==> src/rtl/booth_seq_ctrl.sv <==
// Sequential radix-2 Booth signed multiplier: N iterations through a shared (N+1)-bit adder.
// Optional abort input enabled by defining BOOTH_ABORT_EN.
module booth_seq_ctrl #(
    parameter int unsigned N = 4
) (
    input  logic           clk,
    input  logic           rst_n,
    input  logic           start,
    input  logic [N-1:0]   a,
    input  logic [N-1:0]   b,
`ifdef BOOTH_ABORT_EN
    input  logic           abort,
`endif
    output logic           busy,
    output logic           done,
    output logic [2*N-1:0] product
);

    localparam int unsigned CW = $clog2(N + 1);

    typedef enum logic [1:0] {
        IDLE = 2'd0,
        STEP = 2'd1,
        DONE = 2'd2
    } state_t;

    state_t        state;
    logic [N:0]    acc;
    logic [N-1:0]  q;
    logic [N-1:0]  m;
    logic          q_1;
    logic [CW-1:0] cnt;

    logic [N:0]    msx;
    logic [N:0]    operand;
    logic [N:0]    sum;
    logic          sub;
    logic          addsub;
    logic [N:0]    acc_sh;
    logic [N-1:0]  q_sh;
    logic          last;

    // One Booth iteration: shared add/sub (invert plus carry-in), then arithmetic shift.
    always_comb begin
        msx     = {m[N-1], m};
        sub     = q[0] & ~q_1;
        addsub  = q[0] ^ q_1;
        operand = sub ? ~msx : msx;
        sum     = addsub ? (acc + operand + (N+1)'(sub)) : acc;
        acc_sh  = {sum[N], sum[N:1]};
        q_sh    = {sum[0], q[N-1:1]};
        last    = (cnt == CW'(N - 1));
    end

    always_ff @(posedge clk or negedge rst_n) begin
        if (!rst_n) begin
            state   <= IDLE;
            busy    <= 1'b0;
            done    <= 1'b0;
            product <= '0;
            acc     <= '0;
            q       <= '0;
            q_1     <= 1'b0;
            m       <= '0;
            cnt     <= '0;
        end else begin
            case (state)
                IDLE: begin
                    done <= 1'b0;
                    if (start) begin
                        m     <= a;
                        q     <= b;
                        q_1   <= 1'b0;
                        acc   <= '0;
                        cnt   <= '0;
                        busy  <= 1'b1;
                        state <= STEP;
                    end
                end
                STEP: begin
`ifdef BOOTH_ABORT_EN
                    if (abort) begin
                        busy  <= 1'b0;
                        state <= IDLE;
                    end else
`endif
                    begin
                        acc <= acc_sh;
                        q   <= q_sh;
                        q_1 <= q[0];
                        cnt <= cnt + CW'(1);
                        if (last) begin
                            product <= {acc_sh[N-1:0], q_sh};
                            done    <= 1'b1;
                            state   <= DONE;
                        end
                    end
                end
                DONE: begin
                    done  <= 1'b0;
                    busy  <= 1'b0;
                    state <= IDLE;
                end
                default: begin
                    busy  <= 1'b0;
                    done  <= 1'b0;
                    state <= IDLE;
                end
            endcase
        end
    end

endmodule

==> config.mk <==
export PLATFORM = sky130hd
export DESIGN_NAME = booth_seq_ctrl
export DESIGN_NICKNAME = d
export VERILOG_FILES = /design/src/rtl/booth_seq_ctrl.sv
export SDC_FILE = /design/constraint.sdc
export NUM_CORES = 1
export LEC_CHECK = 0
export CAP_MARGIN = 20
export CORE_ASPECT_RATIO = 2
export CORE_MARGIN = 2
export CORE_UTILIZATION = 50
export CTS_CLUSTER_DIAMETER = 30
export DETAILED_ROUTE_END_ITERATION = 8
export PLACE_DENSITY = 0.81
export SLEW_MARGIN = 20
export SYNTH_ARGS = -nofsm -noshare
export SYNTH_HDL_FRONTEND = slang
export SYNTH_SLANG_ARGS = --single-unit
==> constraint.sdc <==
create_clock -name clk -period 4.2 [get_ports clk]
set_input_delay 0.63 -clock clk [delete_from_list [all_inputs] [get_ports clk]]
set_output_delay 0.63 -clock clk [all_outputs]
set_load 0.02 [all_outputs]
==> results of run 1 <==
[worst min-delay path, cell delays in order (launching register included)]
cell and delay [ns]:
sky130_fd_sc_hd__dfrtp_1 0.35, sky130_fd_sc_hd__nand2_1 0.04, sky130_fd_sc_hd__o21ai_0 0.06
[cell usage after synthesis (all sizes together)]
| cell | count |
|---|---|
| a2111oi | 1 |
| o22a | 1 |
| nand2 | 23 |
| clkbuf | 1 |
| mux2i | 1 |
| inv | 6 |
| ha | 7 |
| a21o | 1 |
| a211oi | 1 |
| o21bai | 1 |
| nor2 | 8 |
| buf | 3 |
| nand3b | 1 |
| fa | 1 |
| a22oi | 3 |
| o31ai | 3 |
| nor2b | 7 |
| a22o | 2 |
| xnor2 | 3 |
| mux2 | 3 |
| o21ai | 15 |
| dfrtp | 28 |
| a21oi | 6 |
| nand2b | 3 |
| a31oi | 1 |
| xor2 | 3 |
| a221oi | 1 |
[path summary, 6_finish.rpt]
| check | from | end | slack, ns | depth (start not counted) |
|---|---|---|---|---|
| min in group asynchronous | rst_n | busy | 0.69 | 1 |
| worst min register to register | product[2] | product[2] | 0.49 | 2 |
| max in group asynchronous | rst_n | acc[2] | 2.88 | 2 |
| worst min-delay path | product[2] | product[2] | 0.49 | 2 |
| worst max-delay path | q[0] | product[7] | 1.83 | 6 |
| worst max register to register | q[0] | product[7] | 1.83 | 6 |
[state kept, by name, summed over array words and instances (netlist names)]
signal and count:
q 4, q_1 1, product 8, busy 1, done 1, acc 4, m 4, state 2
cnt 3
[cell families after synthesis]
| logic type | synth area share (%) |
|---|---|
| AOI/OAI and AO/OA | 17.0 |
| and+or+nand+nor | 13.5 |
| muxes | 3.41 |
| buffers and inverters | 4.30 |
| adders and majority gates | 7.71 |
| xor gates and xnor gates | 3.77 |
| DFF | 50.2 |
[final cells by class]
cell class | count | area (µm²) | share of cell area, %
clock buffers | 3 | 41.3 | 2.47
clock inverters | 1 | 30.0 | 1.80
inverters | 6 | 22.5 | 1.35
well taps | 29 | 36.3 | 2.17
repair buffers | 21 | 208 | 12.4
multi-input cells | 96 | 634 | 37.9
flip-flops and latches | 28 | 701 | 41.9
[routing by layer]
| layer | vias up | GRT usage [%] | share of wire, % |
|---|---|---|---|
| met1 | 519 | 24.2 | 37 |
| met3 | 13 | 3.35 | 2.4 |
| met5 | - | 0 | 0 |
| met2 | 27 | 38.4 | 56 |
| met4 | 0 | 11.6 | 4.5 |
| li1 | 497 | - | - |
[stage by stage]
step | utilization [%] | hold slack, ns
6_report | 61.9 | 0.485
3_3_place_gp | 59.3 | 0.462
5_1_grt | 61.9 | 0.523
2_1_floorplan | - | 0.334
3_5_place_dp | 59.3 | 0.472
4_1_cts | 61.9 | 0.494
[power by group]
part | total, W | switching, W | internal, W
Sequential | 0.000512 | 0.000115 | 0.000396
Combinational | 0.000783 | 0.000432 | 0.000351
Clock | 0.000212 | 0.0000843 | 0.000128
Total | 0.00151 | 0.000631 | 0.000875
==> impl_metrics.json, run 1 <==
{
  "layout_min_cycle_time_ns": 2.37,
  "die_width_um": 41.4,
  "fmaxAchievable_mhz": 423,
  "detailed_place.area_um2": 1600,
  "post_synth_main_area_contributors": "sky130_fd_sc_hd__dfrtp_1 (50%), sky130_fd_sc_hd__ha_1 (6.3%), sky130_fd_sc_hd__nand2_1 (6.2%), sky130_fd_sc_hd__o21ai_0 (5.4%), sky130_fd_sc_hd__nor2b_1 (3.1%)",
  "route.vias.total": 1056,
  "synth-seq-area-share_pct": 50.2,
  "grt_first_pass_wirelength_um": 5000,
  "final_net_count": 175,
  "cts.sinks": 28,
  "design.portCount": 21,
  "post-synth-top-area-fraction_pct": 50.2,
  "via_count_of_the_first_global_routing_pass": 1129,
  "mostFrequentLayoutCell": "sky130_fd_sc_hd__dfrtp_1",
  "final_layout_size_suffix_gt1_share_pct": 6.45,
  "tritoncts_buffer_count": 3,
  "fp.coreArea_um2": 2700,
  "grt_antenna_before_repair": 0,
  "dieArea_um2": 3250,
  "worst-setup-path-type": "flip-flop to flip-flop",
  "cts.path.max_buffers": 2,
  "cts-htree-levels": 1,
  "drtAntennaViolNets": 0,
  "path_buf_inv": 0,
  "leakage_nw": 0.774,
  "gr-total-overflow": 0,
  "timing.critical_path.to_type": "flip-flop",
  "fin_crit_sh_pct": 56.3,
  "n_antenna_cell": 0,
  "outcome": "complete, no violations",
  "drtIter0Drc": 29,
  "cp.arrival_ns": 2.54,
  "routed_via_density": 5.74,
  "ir_drop_mv": 0.503,
  "setup_repair_after_global_routing_missed_its_margin": "no",
  "cts.clk_slew.worst_paths_ns": 0.10,
  "mostFrequentLayoutCells": "sky130_fd_sc_hd__dfrtp_1 (28), sky130_fd_sc_hd__nand2_1 (23), sky130_fd_sc_hd__clkdlybuf4s50_1 (20), sky130_fd_sc_hd__o21ai_0 (15), sky130_fd_sc_hd__nor2_1 (8)",
  "number_of_setup_buffers_added_after_cts": 0,
  "maxCapViolations": 0,
  "maximum_number_of_pins_on_one_net_before_global_route_repair": 18,
  "cts_hold_buf": 0,
  "synthesis.area_per_instance_um2": 10.4,
  "critical_path.cell_chain": "ha_1 > mux2_4 > fa_1 > a2111oi_0 > a211oi_1 > o31ai_1",
  "fin_setup_tns_ns": 0,
  "distinct_cells_synth": 29,
  "layout.filler_cells": 233,
  "mappedNetlistArea_um2": 1400,
  "critPathLaunchType": "flip-flop",
  "firstDrtPassIters": 4,
  "synth-seq-cells": 28,
  "ctsRootBufferMaster": "sky130_fd_sc_hd__clkbuf_8",
  "synth-warning-count": 0,
  "dpl.cell_count": 180,
  "syn_to_final_growth_pct": 19.9,
  "tritoncts_clock_tree": "built",
  "clock_insertion_delay_worst_skew_ns": 0.27,
  "slew_violations": 0,
  "worstPathRequired_ns": 4.37,
  "globalplace.congestion": 0.740,
  "setup-violations-final": 0,
  "hold_violations": 0,
  "pwr_density_cell_nw_per_um2": 900,
  "critPathMaxStageDelay_ns": 0.43,
  "critical_path.max_fanout": 4,
  "post-dp-hpwl_um": 2280,
  "drt_wl_total_um": 2990,
  "drcViolationCount": 0,
  "netlist.top_cell.by_area": "sky130_fd_sc_hd__dfrtp_1",
  "slowest_stage": "sky130_fd_sc_hd__dfrtp_1",
  "detail_route.wl_per_cell_um": 16.3,
  "fin_skew_ns": 0.00314,
  "synth_fp_nets": 153,
  "ctsResizeCount": 0,
  "path_delay_family": "compound AO/OA/AOI/OAI gates",
  "pre_cts_ws_ns": 1.90,
  "syn_inst_count": 134,
  "floorplan.initialDensity_pct": 51.6,
  "die_h_um": 78.7,
  "postLayoutCellArea_um2": 1670,
  "worst_hold_class": "flip-flop to flip-flop",
  "stdcell_count": 184,
  "groute.usage.overall_pct": 22.4,
  "power_w": 0.00151,
  "port-buffer-count": 20,
  "fin_ws_ns": 1.83,
  "worstMarginPinSlew_ns": 0.680,
  "maxSlewHeadroom_pct": 54.6,
  "row_count": 27
}
No activity file was read; power rests on OpenSTA's default activity.
==> inputs of run 2 (changes only) <==
Clock period 4.2 ns to 2.2 ns, I/O delays scaled along.
==> run 2 against run 1 <==
Die area is the same. Largest cell class unchanged. Core utilization grew 2.5 points. Critical path type unchanged. Total power grew 110%. Wire length grew 3.4%. Cell area grew 4.0%. Largest power group unchanged. Critical endpoint unchanged. Final cell count grew 1.6%. Global-route usage grew 0.92 points. Register-to-register slack lost 1.8 ns. Combinational power grew 120%. Sequential cell count is the same.
==> impl_metrics.json, run 2 (synthesized netlist as in run 1, its figures left out) <==
{
  "power.share.sequential_pct": 31.7,
  "cts.sinks": 28,
  "register_area_um2": 701,
  "setup-violations-final": 0,
  "die_h_um": 78.7,
  "n_antenna_cell": 0,
  "tritoncts_buffer_count": 3,
  "maxSlewHeadroom_pct": 70.2,
  "intPower_w": 0.00179,
  "drcViolationCount": 0,
  "cts.path.max_buffers": 2,
  "sw_frac_of_total_pct": 42.2,
  "critical_path.max_fanout": 4,
  "fin_skew_ns": 0.00385,
  "timing.critical_path.to_type": "flip-flop",
  "worst-setup-path-type": "flip-flop to flip-flop",
  "worst_hold_class": "primary input to asynchronous set/reset pin",
  "clock_insertion_delay_worst_skew_ns": 0.28,
  "final_net_count": 178,
  "row_count": 27,
  "power.clock.fraction_pct": 13.3,
  "floorplan.initialDensity_pct": 51.6,
  "tritoncts_clock_tree": "built",
  "gr-total-overflow": 0,
  "pre_cts_ws_ns": -0.126,
  "regMostFlops": "product",
  "detail_route.wl_per_cell_um": 16.6,
  "critPathMaxStageDelay_ns": 0.45,
  "cts-htree-levels": 1,
  "maxCapViolations": 0,
  "layout_min_cycle_time_ns": 2.12,
  "cp.arrival_ns": 2.30,
  "layout.filler_cells": 222,
  "worstMarginPinSlew_ns": 0.446,
  "slowest_stage": "sky130_fd_sc_hd__dfrtp_1",
  "syn_to_final_growth_pct": 24.7,
  "worstPathRequired_ns": 2.39,
  "leakage_nw": 0.789,
  "fmaxAchievable_mhz": 472,
  "grt_antenna_before_repair": 0,
  "final_layout_size_suffix_gt1_share_pct": 11.4,
  "routed_via_density": 5.66,
  "post-dp-hpwl_um": 2200,
  "dieArea_um2": 3250,
  "pwr_density_cell_nw_per_um2": 1780,
  "drtAntennaViolNets": 0,
  "die_width_um": 41.4,
  "outcome": "complete, no violations",
  "setup_repair_after_global_routing_missed_its_margin": "no",
  "firstDrtPassIters": 5,
  "fin_ws_ns": 0.0810,
  "fp.coreArea_um2": 2700,
  "fin_crit_sh_pct": 96.3,
  "postLayoutCellArea_um2": 1740,
  "largest_register_ffs": 8,
  "cts.clk_slew.worst_paths_ns": 0.09,
  "groute.usage.overall_pct": 23.4,
  "design.portCount": 21,
  "critPathLaunchType": "flip-flop",
  "globalplace.congestion": 0.740,
  "slew_violations": 0,
  "drt_wl_total_um": 3100,
  "ir_drop_mv": 1.04,
  "mostFrequentLayoutCells": "sky130_fd_sc_hd__dfrtp_1 (28), sky130_fd_sc_hd__nand2_1 (23), sky130_fd_sc_hd__clkdlybuf4s50_1 (20), sky130_fd_sc_hd__o21ai_0 (15), sky130_fd_sc_hd__nor2_1 (8)",
  "fin_setup_tns_ns": 0,
  "stdcell_count": 187,
  "maximum_number_of_pins_on_one_net_before_global_route_repair": 29,
  "utilization_after_layout_pct": 64.4,
  "area_used_by_multi_input_combinational_logic_um2": 678,
  "route.vias.total": 1058,
  "via_count_of_the_first_global_routing_pass": 1088,
  "grt_first_pass_wirelength_um": 5240,
  "ctsRootBufferMaster": "sky130_fd_sc_hd__clkbuf_8",
  "detailed_place.area_um2": 1620,
  "dpl.cell_count": 182,
  "mostFrequentLayoutCell": "sky130_fd_sc_hd__dfrtp_1",
  "hold_violations": 0,
  "port-buffer-count": 20,
  "power.net_switching_w": 0.00131,
  "critical_path.cell_chain": "ha_4 > mux2_4 > fa_2 > a2111oi_4 > a211oi_1 > o31ai_1",
  "cts_hold_buf": 0,
  "drtIter0Drc": 24,
  "comb_power_share_pct": 55.0
}
-- run 2: path summary, 6_finish.rpt --
path                       startpoint  slack (ns)         end  depth (start not counted)
setup / recovery                 q[0]        0.08  product[7]                          6
hold / removal                  rst_n        0.42        m[3]                          2
setup reg to reg                 q[0]        0.08  product[7]                          6
hold reg to reg            product[5]        0.49  product[5]                          2
max in group asynchronous       rst_n        1.51  product[7]                          2
min in group clk           product[5]        0.49  product[5]                          2
-- run 2: through the flow --
stage                     power, W  hold slack, ns
after floorplan            0.00202          0.0344
after detailed placement   0.00250           0.481
after global placement     0.00240           0.465
after global routing       0.00332           0.470
final                      0.00310           0.417
after CTS                  0.00298           0.433
-- run 2: power by group through the flow --
stage,Combinational (W),Sequential [W],Clock (W)
after detailed placement,0.00152,0.000981,0
after global placement,0.00143,0.000966,0
final,0.00170,0.000981,0.000411
after global routing,0.00188,0.00101,0.000429
after floorplan,0.00101,0.00101,0
after CTS,0.00160,0.000972,0.000411
-- run 2: metal layers --
layer,wire [µm],GRT usage (%)
met1,1120,27.9
met2,1840,39.2
met3,75,3.07
met4,60,9.68
met5,0,0
-- run 2: repair_timing --
action,CTS,global route
pin swaps,1,1
endpoints found under the setup margin,2,2
gates resized for setup,3,5
setup buffers,0,1
-- run 2: area by class of cell --
cell class,count,share of cell area [%]
multi-input cells,96,39.0
inverters,6,1.29
repair buffers,24,13.2
clock inverters,1,1.73
flip-flops and latches,28,40.3
well taps,29,2.09
clock buffers,3,2.37
-- run 2: critical path: cells and delay by family (launching register included) --
family	cells	cell delay, ns
DFF	1	0.45
adders and majority gates	2	0.60
AOI/OAI and AO/OA	3	0.66
muxes	1	0.30
